<file path="config.mk">
export PLATFORM = sky130hd
export DESIGN_NAME = latch_en_sequencer
export DESIGN_NICKNAME = d
export VERILOG_FILES = /design/src/rtl/latch_en_sequencer.sv
export SDC_FILE = /design/constraint.sdc
export NUM_CORES = 1
export LEC_CHECK = 0
export ABC_AREA = 0
export CAP_MARGIN = 30
export CORE_ASPECT_RATIO = 1.4
export CORE_MARGIN = 1.5
export CORE_UTILIZATION = 30
export DETAILED_ROUTE_END_ITERATION = 8
export PLACE_DENSITY_LB_ADDON = 0.12
export SETUP_SLACK_MARGIN = 0.5
export SLEW_MARGIN = 20
export SYNTH_ARGS = -nofsm -noshare
export SYNTH_HDL_FRONTEND = slang
export SYNTH_SLANG_ARGS = --single-unit
</file>
<file path="constraint.sdc">
create_clock -name i_clk -period 3.05 [get_ports i_clk]
set_clock_uncertainty 0.2 [all_clocks]
set_input_delay 0.61 -clock i_clk [delete_from_list [all_inputs] [get_ports i_clk]]
set_output_delay 0.61 -clock i_clk [all_outputs]
set_load 0.01 [all_outputs]
</file>
<file path="src/rtl/latch_en_sequencer.sv">
// latch_en_sequencer
// Drives a transparent latch (D = o_a, gate = o_en) from a valid/ready word
// stream. Each word becomes a setup / gate-open / hold sequence. The Q
// readback is compared at the end of hold: a mismatch raises a sticky error
// flag, and each completed transfer increments a wrapping counter.
module latch_en_sequencer #(
   parameter int WIDTH     = 1,
   parameter int SETUP_CYC = 1,
   parameter int OPEN_CYC  = 2,
   parameter int HOLD_CYC  = 1
) (
   input  logic             i_clk,
   input  logic             i_rst_n,
   input  logic             i_valid,
   output logic             o_ready,
   input  logic [WIDTH-1:0] i_data,
   output logic [WIDTH-1:0] o_a,
   output logic             o_en,
   input  logic [WIDTH-1:0] i_q,
   output logic             o_busy,
   output logic             o_err,
   input  logic             i_err_clr,
   output logic [15:0]      o_cnt
);

   localparam logic [1:0] ST_IDLE  = 2'd0;
   localparam logic [1:0] ST_SETUP = 2'd1;
   localparam logic [1:0] ST_OPEN  = 2'd2;
   localparam logic [1:0] ST_HOLD  = 2'd3;

   // Phase timer width; the timer is loaded with (cycles - 1) and counts to 0.
   localparam int TW = 16;
   localparam logic [TW-1:0] SETUP_LD = TW'(SETUP_CYC - 1);
   localparam logic [TW-1:0] OPEN_LD  = TW'(OPEN_CYC - 1);
   localparam logic [TW-1:0] HOLD_LD  = TW'(HOLD_CYC - 1);

   logic [1:0]       state_q, state_d;
   logic [TW-1:0]    tmr_q,   tmr_d;
   logic [WIDTH-1:0] a_q,     a_d;
   logic             en_q,    en_d;
   logic             busy_q,  busy_d;
   logic             err_q,   err_d;
   logic [15:0]      cnt_q,   cnt_d;

   logic last_cyc;
   logic accept;
   logic hold_done;

   assign last_cyc  = (tmr_q == '0);
   assign hold_done = (state_q == ST_HOLD) && last_cyc;
   // Ready in the last hold cycle lets the next word start with no idle gap.
   assign o_ready   = (state_q == ST_IDLE) || hold_done;
   assign accept    = i_valid && o_ready;

   assign o_a    = a_q;
   assign o_en   = en_q;
   assign o_busy = busy_q;
   assign o_err  = err_q;
   assign o_cnt  = cnt_q;

   // Next-state logic: sequence phases, data capture, readback check and count.
   always_comb begin
      state_d = state_q;
      tmr_d   = tmr_q;
      a_d     = a_q;
      en_d    = en_q;
      cnt_d   = cnt_q;
      case (state_q)
         ST_IDLE: begin
            if (accept) begin
               state_d = ST_SETUP;
               tmr_d   = SETUP_LD;
               a_d     = i_data;
            end
         end
         ST_SETUP: begin
            if (last_cyc) begin
               state_d = ST_OPEN;
               tmr_d   = OPEN_LD;
               en_d    = 1'b1;
            end else begin
               tmr_d = tmr_q - TW'(1);
            end
         end
         ST_OPEN: begin
            if (last_cyc) begin
               state_d = ST_HOLD;
               tmr_d   = HOLD_LD;
               en_d    = 1'b0;
            end else begin
               tmr_d = tmr_q - TW'(1);
            end
         end
         ST_HOLD: begin
            if (last_cyc) begin
               cnt_d = cnt_q + 16'd1;
               if (accept) begin
                  state_d = ST_SETUP;
                  tmr_d   = SETUP_LD;
                  a_d     = i_data;
               end else begin
                  state_d = ST_IDLE;
               end
            end else begin
               tmr_d = tmr_q - TW'(1);
            end
         end
         default: begin
            state_d = ST_IDLE;
            en_d    = 1'b0;
         end
      endcase
      // A mismatch on the same edge as a clear request keeps the flag set.
      err_d  = (err_q && !i_err_clr) || (hold_done && (i_q != a_q));
      busy_d = (state_d != ST_IDLE);
   end

   // State and output registers; reset closes the gate without waiting for a clock.
   always_ff @(posedge i_clk or negedge i_rst_n) begin
      if (!i_rst_n) begin
         state_q <= ST_IDLE;
         tmr_q   <= '0;
         a_q     <= '0;
         en_q    <= 1'b0;
         busy_q  <= 1'b0;
         err_q   <= 1'b0;
         cnt_q   <= 16'd0;
      end else begin
         state_q <= state_d;
         tmr_q   <= tmr_d;
         a_q     <= a_d;
         en_q    <= en_d;
         busy_q  <= busy_d;
         err_q   <= err_d;
         cnt_q   <= cnt_d;
      end
   end

endmodule

</file>
Yosys cells after proc, flatten, opt, wreduce, memory -nomap -nowiden

Index checks and enable logic that the tools add are counted.

Muxes and demuxes: 17
Reductions and logical operators: 15
Add/sub/neg operators: 2
Eq/ne operators: 7

Operators by type and width:

| kind                    | count |
|---|---|
| $mux W16                | 4 |
| $pmux W16 S4            | 1 |
| $add A16 B1 Y16 const B | 1 |
| $logic_not A16 Y1       | 1 |
| $sub A16 B1 Y16 const B | 1 |
| $mux W2                 | 4 |
| $pmux W2 S4             | 1 |
| $ne A2 B2 Y1 const B    | 3 |
| $reduce_bool A2 Y1      | 3 |
| $mux W1                 | 5 |
| $eq A2 B2 Y1 const B    | 2 |
| $logic_and A1 B1 Y1     | 4 |
| $pmux W1 S2             | 2 |
| $reduce_and A2 Y1       | 2 |
| $reduce_and A3 Y1       | 1 |
| $eq A2 B1 Y1 const B    | 1 |
| $logic_not A2 Y1        | 1 |
| $logic_or A1 B1 Y1      | 2 |
| $logic_not A1 Y1        | 1 |
| $ne A1 B1 Y1            | 1 |

Input port bits: 6
Word-level logic and storage cells: 48
Output and inout bits: 21
Register bits: 38

Longest topological paths before layout

Depth in word-level cells: 8
Gate-level depth with buffers: 8

Worst setup path before layout

OpenSTA, ideal clock, no wires.

Path type: reg2out
Start: reg tmr_q[0]
End: out o_ready
Setup slack: 759 ps
Data arrival time: 1481 ps
Stages on the path, launching flop included: 8
Cells stage by stage: dfrtp_1 > inv_1 > ha_1 > nor4b_1 > nand4_1 > nor2_1 > nand3_1 > nand2_1

Word-level cells in the longest chain between the ends: 3

RTL lines:

| element                | line | source |
|---|---|---|
| from (decl)            | 38   | `logic [TW-1:0] tmr_q, tmr_d;` |
| from (signal assigned) | 130  | `tmr_q <= tmr_d;` |
| $logic_not A16 Y1      | 49   | `assign last_cyc = (tmr_q == '0);` |
| $logic_and A1 B1 Y1    | 50   | `assign hold_done = (state_q == ST_HOLD) && last_cyc;` |
| $logic_or A1 B1 Y1     | 52   | `assign o_ready = (state_q == ST_IDLE) \|\| hold_done;` |
| to (decl)              | 15   | `output logic o_ready,` |

Every way passes these cells.

Worst setup path in the final report

Ends and elaborated chain as after synthesis.

==> run_results.csv <==
group,metric,value,unit
critical_path,cp-end-kind,"output pin",
routing,vias,1669,
global_route,track_usage,14.6,%
layout,syn2layout_area_growth,32.5,%
placement,hpwl,3.38,mm
hold_path,min-delay-start,"o_cnt[15]$_DFFE_PN0P_",
layout,fin_util,40.8,%
layout,layout.nets,266,
yosys,ys_types,45,
clock_tree,cts.htree.levels,2,
power,p_total,0.00217,W
critical_path,critPathSlowestCell,"dfrtp_1",
flow_run,timing.max_cap.violations,0,
yosys,synth_seq_cells,38,
power,leakage,1.19,nW
layout,drive_gt1_share,19.4,%
yosys,seq_area_frac_synth,47.0,%
die,fp.dieW,72.4,microns
critical_path,critPathTopFamily,"simple AND/OR/NAND/NOR gates",
clock_tree,clock_path_buffers,2,
timing,tightestPinTransition,0.704,ns
global_route,gr-usage-met1,17.1,%
clock_tree,cts_tree,"done",
critical_path,critical_path.cell_chain,"inv_2 > ha_4 > nor4b_4 > nand4_1 > nor2_2 > nand3_1 > nand2_1 > buf_2",
routing,ant_nets,0,
placement,port_buffers,26,
die,dieArea,7260,sq um
power,peakVddDrop,0.000274,V
critical_path,cp-startpoint,"tmr_q[0]$_DFF_PN0_",
critical_path,cp-start-kind,"flip-flop",
layout,final_common_cell,"dfrtp_1",
global_route,use_met3,2.81,%
timing,rsz0062_at_grt,"yes",
yosys,netlist_area,2020,sq um
die,initial_utilization,30.8,%
global_route,grt_overflow,0,
global_route,grt_use_met2,26.0,%
global_route,grt_max_degree,39,
routing,wl_per_cell,14.5,microns
yosys,synth_flop_cell,"dfrtp_1",
critical_path,arrival,1.75,ns
layout,diodes,0,
timing,slew_viol_final,0,
timing,min_period_over_period,83.9,%
clock_tree,cts_num_sinks,38,
critical_path,required,2.24,ns
placement,place.gp.congestion,0.735,
power,cellPowerDensity,810,nW/um^2
critical_path,cpPeakStageDelay,0.41,ns
die,die_y,100,microns
critical_path,critical_path.max_fanout,2,
die,core_area,6570,sq um
critical_path,rrSetupSlack,0.50,ns
global_route,busiest_layer,"met2",
layout,final_cell_mix,"dfrtp_1 (38), clkdlybuf4s50_1 (24), nand2_1 (23)",
clock_tree,path_clk_slew,0.08,ns
routing,drt_iter0_drc,40,
timing,setup_tns,0,ns
timing,finalSetupViolations,0,
yosys,yosys_warnings,0,
timing,final.min_clock_period,2.56,ns
yosys,ys_async_sr_fraction,100,%
critical_path,path_class,"flip-flop to output pin",
timing,maxSlewHeadroom,53.1,%
die,boundaryPins,27,
clock_tree,ctsRootBufferMaster,"clkbuf_8",
yosys,netlist_instances,208,
layout,nFillCells,663,
global_route,grt_pass1_vias,1679,
routing,via_per_inst,5.03,
yosys,synth_edf_count,0,
routing,route.detailed.drc,0,
yosys,syn_area_per_cell,9.73,sq um
die,row_count,35,
global_route,grt_first_pass_wirelength,8.14,mm
timing,fmax,391,MHz
timing,hold_viol_final,0,
yosys,synthesis.nets,217,
routing,dr.pass1.iters,4,
routing,routed_wl,4.82,mm
clock_tree,cts_buffers,5,
critical_path,worstReg2RegStart,"tmr_q[0]$_DFF_PN0_",
outcome,outcome,"complete, no violations",
global_route,antenna_found_initial,0,
critical_path,path_buf_inv,2,
clock_tree,insertion_delay,0.30,ns
hold_path,hp-class,"flip-flop to flip-flop",
[cells by family (layout without fill, tap and decap cells)]
group | after synthesis | after routing | share of synthesized area, %
compound gates | 37 | 37 | 12.4
buf+inv | 18 | 68 | 3.89
mux | 9 | 9 | 4.57
xor+xnor | 18 | 18 | 7.79
flops | 38 | 38 | 47.0
simple gates | 85 | 85 | 22.6
fa+ha+maj | 3 | 3 | 1.85
[per-stage QoR]
stage	hold slack (ns)	instances	area, sq um	setup slack, ns
final	0.268	332	2680	0.492
after global routing	0.309	332	2680	0.382
after CTS	0.264	328	2620	0.501
after detailed placement	0.262	308	2390	0.209
after global placement	0.257	308	2390	0.238
after floorplan	0.114	208	2020	0.759
[cells in the mapped netlist, types with 7 or more instances]
| library cell | number | area, sq um |
|---|---|---|
| a21oi_1 | 11 | 55.1 |
| dfrtp_1 | 38 | 951 |
| inv_1 | 11 | 41.3 |
| mux2i_1 | 7 | 70.1 |
| nand2_1 | 23 | 86.3 |
| nand3_1 | 9 | 45.0 |
| nor2_1 | 12 | 45.0 |
| nor3_1 | 10 | 50.1 |
| o21ai_0 | 9 | 45.0 |
| xnor2_1 | 9 | 78.8 |
| xor2_1 | 9 | 78.8 |
[sequential cells by signal, summed over array words and instances (netlist names)]
register	count
o_a	1
o_busy	1
o_cnt	16
o_en	1
o_err	1
state_q	2
tmr_q	16
[final timing paths]
path	end	cells past startpoint
max reg2reg	o_err$_DFF_PN0_	15
min	o_cnt[15]$_DFFE_PN0P_	1
max	o_ready	8
max in group asynchronous	o_cnt[6]$_DFFE_PN0P_	3
min reg2reg	o_cnt[15]$_DFFE_PN0P_	1
min in group asynchronous	o_a$_DFFE_PN0P_	2
[timing repair]
item | in CTS | in global routing
endpoints found under the hold margin | 0 | 7
buffers inserted | 12 | 2
setup endpoints to repair | 1 | 3
hold buffers | 0 | 1
resized for setup | 12 | 4
pin swaps | 4 | 3
[power breakdown]
part / internal (W) / switching [W]
logic: 0.000441 / 0.000490
registers: 0.000630 / 0.000178
clock network: 0.000241 / 0.000192
total: 0.00131 / 0.000860
[layer usage]
layer / vias to the layer above / share of wire (%) / wire [microns]
met5: - / 0 / 0
met4: 0 / 1.6 / 79
met3: 5 / 1.7 / 81
met2: 17 / 53 / 2530
met1: 814 / 44 / 2120
li1: 833 / - / -
[layout make-up]
| class | count | area, sq um | share of cell area [%] |
|---|---|---|---|
| clock inverters | 3 | 40.0 | 1.49 |
| flip-flops and latches | 38 | 951 | 35.4 |
| inverters | 11 | 41.3 | 1.54 |
| repair buffers | 49 | 445 | 16.6 |
| clock buffers | 5 | 68.8 | 2.57 |
| well taps | 74 | 92.6 | 3.45 |
| multi-input cells | 152 | 1040 | 38.9 |
Power figures use the tool's default switching activity.
